===== config.mk =====
export PLATFORM = sky130hd
export DESIGN_NAME = a1000_strobe_filter
export DESIGN_NICKNAME = d
export VERILOG_FILES = /design/src/rtl/a1000_strobe_filter.sv
export SDC_FILE = /design/constraint.sdc
export NUM_CORES = 1
export LEC_CHECK = 0
export CAP_MARGIN = 15
export CORE_MARGIN = 1.5
export CORE_UTILIZATION = 51
export CTS_BUF_LIST = sky130_fd_sc_hd__clkbuf_4 sky130_fd_sc_hd__clkbuf_8 sky130_fd_sc_hd__clkbuf_16
export CTS_CLUSTER_SIZE = 16
export DETAILED_ROUTE_END_ITERATION = 10
export PLACE_DENSITY_LB_ADDON = 0.15
export SETUP_SLACK_MARGIN = 0.1
export SYNTH_ARGS = -nofsm -noshare
export SYNTH_HDL_FRONTEND = slang
export SYNTH_SLANG_ARGS = --single-unit

===== constraint.sdc =====
create_clock -name clk -period 2.91 [get_ports clk]
set_input_delay 0.291 -clock clk [delete_from_list [all_inputs] [get_ports clk]]
set_output_delay 0.291 -clock clk [all_outputs]
set_load 0.02 [all_outputs]

===== src/rtl/a1000_strobe_filter.sv =====
// rtl/a1000_strobe_filter.sv - A1000 Front-RAM DRAM strobe synchroniser, deglitcher and cycle classifier
// Optional feature macro: STRB_STATS_EN (access/refresh cycle counters)
module a1000_strobe_filter #(
    parameter int FILT = 2
) (
    input  logic        clk,
    input  logic        rst_n,
    input  logic        ras_n,
    input  logic        casl0_n,
    input  logic        casu0_n,
    input  logic        casl1_n,
    input  logic        casu1_n,
    input  logic        rrw_n,
    output logic        ras_f_n,
    output logic        casl0_f_n,
    output logic        casu0_f_n,
    output logic        casl1_f_n,
    output logic        casu1_f_n,
    output logic        rrw_f_n,
    output logic        refresh_p,
    output logic        access_p,
    output logic        prot_err,
    output logic [15:0] acc_cnt,
    output logic [15:0] ref_cnt
);

    // Bit order shared by all per-signal vectors: ras, casl0, casu0, casl1, casu1, rrw.
    localparam logic [2:0] FILT_LAST = 3'(FILT - 1);

    typedef enum logic [1:0] {
        IDLE,
        ROW,
        ACCESS
    } state_t;

    logic [5:0]      raw;
    logic [5:0]      sync1;
    logic [5:0]      sync2;
    logic [5:0]      flt;
    logic [5:0][2:0] cnt;
    state_t          state;
    logic            rrw_q;
    logic            cas;
    logic            end_ref;
    logic            end_acc;

    assign raw = {rrw_n, casu1_n, casl1_n, casu0_n, casl0_n, ras_n};

    assign ras_f_n   = flt[0];
    assign casl0_f_n = flt[1];
    assign casu0_f_n = flt[2];
    assign casl1_f_n = flt[3];
    assign casu1_f_n = flt[4];
    assign rrw_f_n   = flt[5];

    // Any filtered /CAS lane low.
    assign cas = ~(flt[1] & flt[2] & flt[3] & flt[4]);

    // A /RAS cycle ends on the clock the FSM first sees filtered /RAS high.
    assign end_ref = (state == ROW) && flt[0];
    assign end_acc = (state == ACCESS) && flt[0];

    // Two-flop synchroniser; idles high so a released reset looks like negated strobes.
    always_ff @(posedge clk or negedge rst_n) begin
        if (!rst_n) begin
            sync1 <= '1;
            sync2 <= '1;
        end else begin
            sync1 <= raw;
            sync2 <= sync1;
        end
    end

    // Per-signal glitch filter: output moves only after FILT consecutive differing samples.
    always_ff @(posedge clk or negedge rst_n) begin
        if (!rst_n) begin
            flt <= '1;
            cnt <= '0;
        end else begin
            for (int i = 0; i < 6; i++) begin
                if (sync2[i] == flt[i]) begin
                    cnt[i] <= '0;
                end else if (cnt[i] == FILT_LAST) begin
                    flt[i] <= sync2[i];
                    cnt[i] <= '0;
                end else begin
                    cnt[i] <= cnt[i] + 3'd1;
                end
            end
        end
    end

    // Cycle classifier with registered end-of-cycle pulses and sticky protocol flag.
    always_ff @(posedge clk or negedge rst_n) begin
        if (!rst_n) begin
            state     <= IDLE;
            refresh_p <= 1'b0;
            access_p  <= 1'b0;
            prot_err  <= 1'b0;
            rrw_q     <= 1'b1;
        end else begin
            refresh_p <= end_ref;
            access_p  <= end_acc;
            rrw_q     <= flt[5];
            case (state)
                IDLE: begin
                    if (cas && flt[0]) prot_err <= 1'b1;
                    if (!flt[0]) state <= ROW;
                end
                ROW: begin
                    if (flt[0]) begin
                        // First CAS coinciding with RAS release is still a refresh, but suspicious.
                        if (cas) prot_err <= 1'b1;
                        state <= IDLE;
                    end else if (cas) begin
                        state <= ACCESS;
                    end
                end
                ACCESS: begin
                    if (flt[0]) begin
                        state <= IDLE;
                    end else if (cas && (flt[5] != rrw_q)) begin
                        prot_err <= 1'b1;
                    end
                end
                default: state <= IDLE;
            endcase
        end
    end

`ifdef STRB_STATS_EN
    logic [15:0] acc_q;
    logic [15:0] ref_q;

    // Saturating cycle counters, updated together with the registered pulses.
    always_ff @(posedge clk or negedge rst_n) begin
        if (!rst_n) begin
            acc_q <= '0;
            ref_q <= '0;
        end else begin
            if (end_acc && (acc_q != 16'hFFFF)) acc_q <= acc_q + 16'd1;
            if (end_ref && (ref_q != 16'hFFFF)) ref_q <= ref_q + 16'd1;
        end
    end

    assign acc_cnt = acc_q;
    assign ref_cnt = ref_q;
`else
    assign acc_cnt = 16'h0000;
    assign ref_cnt = 16'h0000;
`endif

endmodule

==> reports/metrics.cfg, run 1 <==
[outcome]
status=completed

[yosys]
synth.largest_area_cell=dfrtp_1
syn_inst=149
yosysTopAreaCellShare_pct=31.53
seq_area_frac_synth_pct=58.88
syn_area_um2=1826
avgSynthCellArea_um2=12.25
yosys_warnings=0
synth.distinct_cells=22
synthTopCellsByArea=dfrtp_1 (32%), dfstp_2 (27%), buf_4 (13%)
synth_seq_cells=42

[route]
drt.antenna.violating_nets=0
vias_per_cell=4.573
route.detailed.drc=0
drt-total-wl_mm=2.333
vias=997
drt_iter0_markers=15
first_pass_iters=4
wl_per_cell_um=10.70

[place]
place_area_um2=1914
port_buffers=16
post-place-cells=210
place_worst_setup_slack_ns=1.410
gp_congestion=0.6362
hpwl_mm=1.694

[clocking]
cts_made_buffers=5
worstSkewPairLatency_ns=0.34
postCtsSetupBuffers=0
clk_pin_slew_worst_paths_ns=0.12
cts_tree=done
htreeDepth=2
cts_resized=0
cts-hold-fix-buffers=0
clockRootBuffer=clkbuf_4
cts_max_path_buffers=2
clock_sinks=42

[die]
die_area_um2=3948
die_y_um=62.83
core.rowCount=21
core_um2=3390
die_x_um=62.83
initial_core_util_pct=53.86
ios=49

[critical_path]
crit_path_cell_trace=clkdlybuf4s50_1
path_max_fanout=8
cp_slowest_cell=dfstp_2
end_kind=output pin
worstPathArrival_ns=1.58
start_kind=flip-flop
crit_family=flip-flops
crit_type=reg2out
cp_slowest_stage_delay_ns=0.62
worst-path-buf-inv=1
critPathRequiredTime_ns=2.62

[global_routing]
grt_pass1_vias=971
grt_usage_pct=13.67
antenna_found_initial=0
grt_max_degree=43
grt_first_pass_wirelength_mm=4.064
grt.overflow.total=0

[timing]
rsz0062_at_grt=false
finalWorstSetupSlack_ns=1.038
max-slew-margin-rel_pct=42.02
tns_ns=0
finalMaxSlewViolations=0
period_needed_ns=1.872
period_share_pct=64.33
setup_violations=0
timing.fmax_ghz=0.5342
finClkSkew_ns=0.004757
worstMarginPinSlew_ns=0.8697
timing.final.hold_violations=0

[cells_and_area]
syn_to_final_growth_pct=9.116
layout_common_cells=conb_1 (32), dfrtp_1 (23), dfstp_2 (19), nor2_1 (16), clkdlybuf4s50_1 (15)
final_common_cell=conb_1
antennaDiodeCount=0
fin_cells=218
design_area_um2=1992
fin_nets=179
drive_gt1_share_pct=25.58

[pwr]
p_sw_w=0.0005408
power_density_nw_per_um2=850.5
p_int_w=0.001153
p_total_w=0.001694
p_seq_share_pct=51.3
vdd_drop_max_mv=0.4894
p_leak_nw=0.8870
swShare_pct=31.92
p_clk_share_pct=21.0
power_frac_comb_pct=27.7

[min_path]
hp-class=in2async

[flow_run]
max_cap_viol_count=0

## state kept, by name (all words and copies together) (netlist names)
register,count
prot_err,1
rrw_q,1
flt,6
cnt,18
sync1,6
sync2,6
state,2
access_p,1
refresh_p,1
## per-layer routing
| layer | up-vias | wire length (um) | GRT usage, % |
|---|---|---|---|
| met4 | 0 | 64 | 8.333 |
| li1 | 462 | - | - |
| met5 | - | 0 | 0 |
| met3 | 8 | 118 | 3.784 |
| met2 | 47 | 1176 | 24.46 |
| met1 | 480 | 974 | 14.11 |
## metrics by stage
step	hold slack, ns	util, %
final	0.04395	58.77
after global routing	0.1108	58.77
after CTS	0.07011	58.77
after detailed placement	0.3468	56.48
after global placement	0.3460	56.48
after floorplan	-0.004591	-
## worst register-to-register path, stage by stage (launching register included)
cell and delay, ns:
dfstp_2 0.59, nand4_2 0.18, a31oi_1 0.23, o31ai_2 0.09
## cells by family (layout without fill, tap and decap cells)
logic type             count (synthesis)  count (layout)  synth area share (%)
multiplexers                           8               8                 4.935
other                                  1              32                0.2054
AND/OR/NAND/NOR                       43              43                 13.37
buffers and inverters                 34              26                 13.57
AO/OA/AOI/OAI                          8               8                 2.810
XOR/XNOR                              13              13                 6.237
flip-flops                            42              42                 58.88
## layout make-up
cell class	instances	area, um2
Sequential cell	42	1075
Clock inverter	3	40.04
Fill cell	276	1398
Multi-Input combinational cell	104	619.3
Inverter	2	7.507
Clock buffer	5	37.54
Tap cell	46	57.56
Timing Repair Buffer	16	155.1
## power groups by stage
stage | logic (W) | registers (W) | clock network, W
floorplan | 0.000289 | 0.000922 | 0
global placement | 0.000470 | 0.000869 | 0
detailed placement | 0.000474 | 0.000880 | 0
CTS | 0.000477 | 0.000869 | 0.000368
global route | 0.000504 | 0.000891 | 0.000399
finish | 0.000469 | 0.000868 | 0.000357
## Yosys cell counts
library cell / instances
xnor2_1: 6
inv_1: 2
a31oi_1: 1
a211oi_1: 1
buf_4: 32
nor3b_1: 1
conb_1: 1
nand3b_1: 3
o31ai_2: 1
nand3_1: 1
nand2b_1: 4
mux2_2: 8
nor3b_2: 5
nand4_2: 1
dfstp_2: 19
and3_2: 1
nand2_1: 11
nor2_1: 16
dfrtp_1: 23
xor2_1: 7
a21oi_1: 4
o21ai_0: 1
## final timing paths
| path | start | end | slack, ns | cells past startpoint |
|---|---|---|---|---|
| min in group clk | rrw_n | sync1[5] | 0.34 | 1 |
| worst min-delay path | rst_n | cnt[17] | 0.04 | 1 |
| worst min register to register | sync1[2] | sync2[2] | 0.37 | 0 |
| worst max-delay path | flt[0] | ras_f_n | 1.04 | 1 |
| max in group asynchronous | rst_n | cnt[10] | 2.31 | 1 |
| worst max register to register | flt[4] | prot_err | 1.70 | 3 |
Power figures use the tool's default switching activity.
==> inputs of run 2 (changes only) <==
--- a/config.mk
+++ b/config.mk
@@ -7,7 +7,7 @@
 export LEC_CHECK = 0
 export CAP_MARGIN = 15
 export CORE_MARGIN = 1.5
-export CORE_UTILIZATION = 51
+export CORE_UTILIZATION = 47
 export CTS_BUF_LIST = sky130_fd_sc_hd__clkbuf_4 sky130_fd_sc_hd__clkbuf_8 sky130_fd_sc_hd__clkbuf_16
 export CTS_CLUSTER_SIZE = 16
 export DETAILED_ROUTE_END_ITERATION = 10
==> constraint.sdc (replaced) <==
create_clock -name clk -period 1.9 [get_ports clk]
set_input_delay 0.19 -clock clk [delete_from_list [all_inputs] [get_ports clk]]
set_output_delay 0.19 -clock clk [all_outputs]
set_load 0.02 [all_outputs]
==> run 2 against run 1 <==
  * The run now ends with hold timing left
  * Power rose by 57%
  * Worst hold slack got worse by 0.057 ns
  * Sequential cell count did not move
  * Setup slack got worse by 0.86 ns
  * Register-to-register slack got worse by 0.98 ns
  * Global-route usage fell by 0.13 points
  * Clock power rose by 67%
  * Routed wire length rose by 4.6%
  * Via count fell by 1.5%
  * Combinational power rose by 56%
  * Clock skew rose by 0.0023 ns
  * Largest cell class unchanged
  * Largest power group unchanged
==> reports/metrics.cfg, run 2 (synthesis gave the netlist of run 1 again) <==
[pwr]
power_density_nw_per_um2=1314  ; +54%
p_leak_nw=0.9040  ; +1.9%
vdd_drop_max_mv=0.5466  ; +12%
p_total_w=0.002666  ; +57%

[timing]
setup_violations=0  ; unchanged
holdWs_ns=-0.01257  ; -0.05651 ns
finalMaxSlewViolations=0  ; unchanged
finClkSkew_ns=0.007105  ; +0.002348 ns
timing.final.hold_violations=14  ; +14
worstMarginPinSlew_ns=0.7910  ; -0.07874 ns
timing.fmax_ghz=0.5816
period_share_pct=90.49
tns_ns=0  ; unchanged
period_needed_ns=1.719
rsz0062_at_grt=false
max-slew-margin-rel_pct=47.27  ; +5.2 points

[min_path]
hp-class=in2async

[critical_path]
crit_type=reg2out
worst-path-buf-inv=1  ; unchanged
end_kind=output pin
crit_family=buffers and inverters
start_kind=flip-flop
path_max_fanout=8  ; unchanged
critPathRequiredTime_ns=1.71  ; -0.91 ns
worstPathArrival_ns=1.53  ; -0.05 ns
cp_slowest_stage_delay_ns=0.64  ; +0.02 ns
cp_slowest_cell=clkdlybuf4s50_1
crit_path_cell_trace=clkdlybuf4s50_1

[cells_and_area]
antennaDiodeCount=0  ; unchanged
largest_register=cnt
drive_gt1_share_pct=26.44  ; +0.86 points
fin_nets=181  ; +1.1%
fill_cells=323  ; +17%
syn_to_final_growth_pct=11.17
layout_common_cells=conb_1 (32), dfrtp_1 (23), dfstp_2 (19), nor2_1 (16), clkdlybuf4s50_1 (15)
utilization_pct=55.02  ; -3.7 points
largest_reg_flops=18  ; unchanged
final_common_cell=conb_1

[clocking]
clk_pin_slew_worst_paths_ns=0.08  ; -0.04 ns
cts_max_path_buffers=2  ; unchanged
cts_made_buffers=5  ; unchanged
clockRootBuffer=clkbuf_8
worstSkewPairLatency_ns=0.28  ; -0.06 ns
cts-hold-fix-buffers=0  ; unchanged
htreeDepth=2  ; unchanged
cts_resized=0  ; unchanged
cts_tree=done
postCtsSetupBuffers=0  ; unchanged
clock_sinks=42  ; unchanged

[die]
initial_core_util_pct=49.49  ; -4.4 points
die_y_um=65.32  ; +4.0%
ios=49  ; unchanged
core.rowCount=22  ; +4.8%
core_um2=3689  ; +8.8%
die_x_um=65.32  ; +4.0%
die_area_um2=4267  ; +8.1%

[place]
port_buffers=16  ; unchanged
hpwl_mm=1.785  ; +5.4%
gp_congestion=0.6862  ; +7.9%

[route]
route.detailed.drc=0  ; unchanged
drt-total-wl_mm=2.441  ; +4.6%
first_pass_iters=3  ; -1
vias=982  ; -1.5%
wl_per_cell_um=11.00  ; +2.7%
drt.antenna.violating_nets=0  ; unchanged
vias_per_cell=4.423  ; -3.3%
drt_iter0_markers=44  ; +29

[global_routing]
grt_first_pass_wirelength_mm=4.319  ; +6.3%
grt_usage_pct=13.54  ; -0.13 points
antenna_found_initial=0  ; unchanged
grt_max_degree=39  ; -9.3%
grt_pass1_vias=973  ; +0.21%
grt.overflow.total=0  ; unchanged

[outcome]
status=finished with violations
violations=hold timing

[flow_run]
max_cap_viol_count=0  ; unchanged

## run 2: cell types whose count changed in the layout (fill, tap and decap cells not counted)
cell,previous run,this run
buf_4,0,2
bufinv_16,1,0
clkbuf_4,5,2
clkbuf_8,0,6
clkinv_2,2,0
## run 2: power by group
part	internal (W)	switching, W	total, W
Combinational	0.000356	0.000377	0.000733
Clock	0.000325	0.000272	0.000597
Sequential	0.00114	0.000195	0.00134
Total	0.00182	0.000844	0.00267
## run 2: layout make-up
cell class              instances  area, um2  share of cell area [%]
multi-input cells             104      619.3                   30.52
well taps                      48      60.06                   2.959
repair buffers                 18      170.2                   8.385
flip-flops and latches         42       1075                   52.96
clock buffers                   8      97.59                   4.809
inverters                       2      7.507                  0.3699
## run 2: metal layers
layer | wire length, um | GRT usage (%)
met1 | 1039 | 16.07
met2 | 1235 | 22.70
met3 | 166 | 4.452
met4 | 0 | 5.469
met5 | 0 | 0
## run 2: path summary, 6_finish.rpt
| check | cells past startpoint | slack [ns] | to | startpoint |
|---|---|---|---|---|
| worst max-delay path | 1 | 0.18 | ras_f_n | flt[0] |
| max in group asynchronous | 2 | 1.25 | sync1[3] | rst_n |
| worst max register to register | 3 | 0.72 | prot_err | flt[4] |
| worst min-delay path | 1 | -0.01 | cnt[17] | rst_n |
| worst min register to register | 0 | 0.35 | sync2[0] | sync1[0] |
| min in group clk | 1 | 0.31 | sync1[4] | casu1_n |
## run 2: per-stage QoR
step | cells | worst slack (ns) | cell area [um2] | hold WS, ns
6_report | 222 | 0.1807 | 2029 | -0.01257
3_5_place_dp | 214 | 0.4822 | 1932 | 0.3302
2_1_floorplan | 180 | 0.7420 | 1942 | -0.1056
5_1_grt | 222 | 0.1251 | 2029 | 0.04713
3_3_place_gp | 214 | 0.5095 | 1932 | 0.3060
4_1_cts | 222 | 0.1545 | 2029 | 0.009616
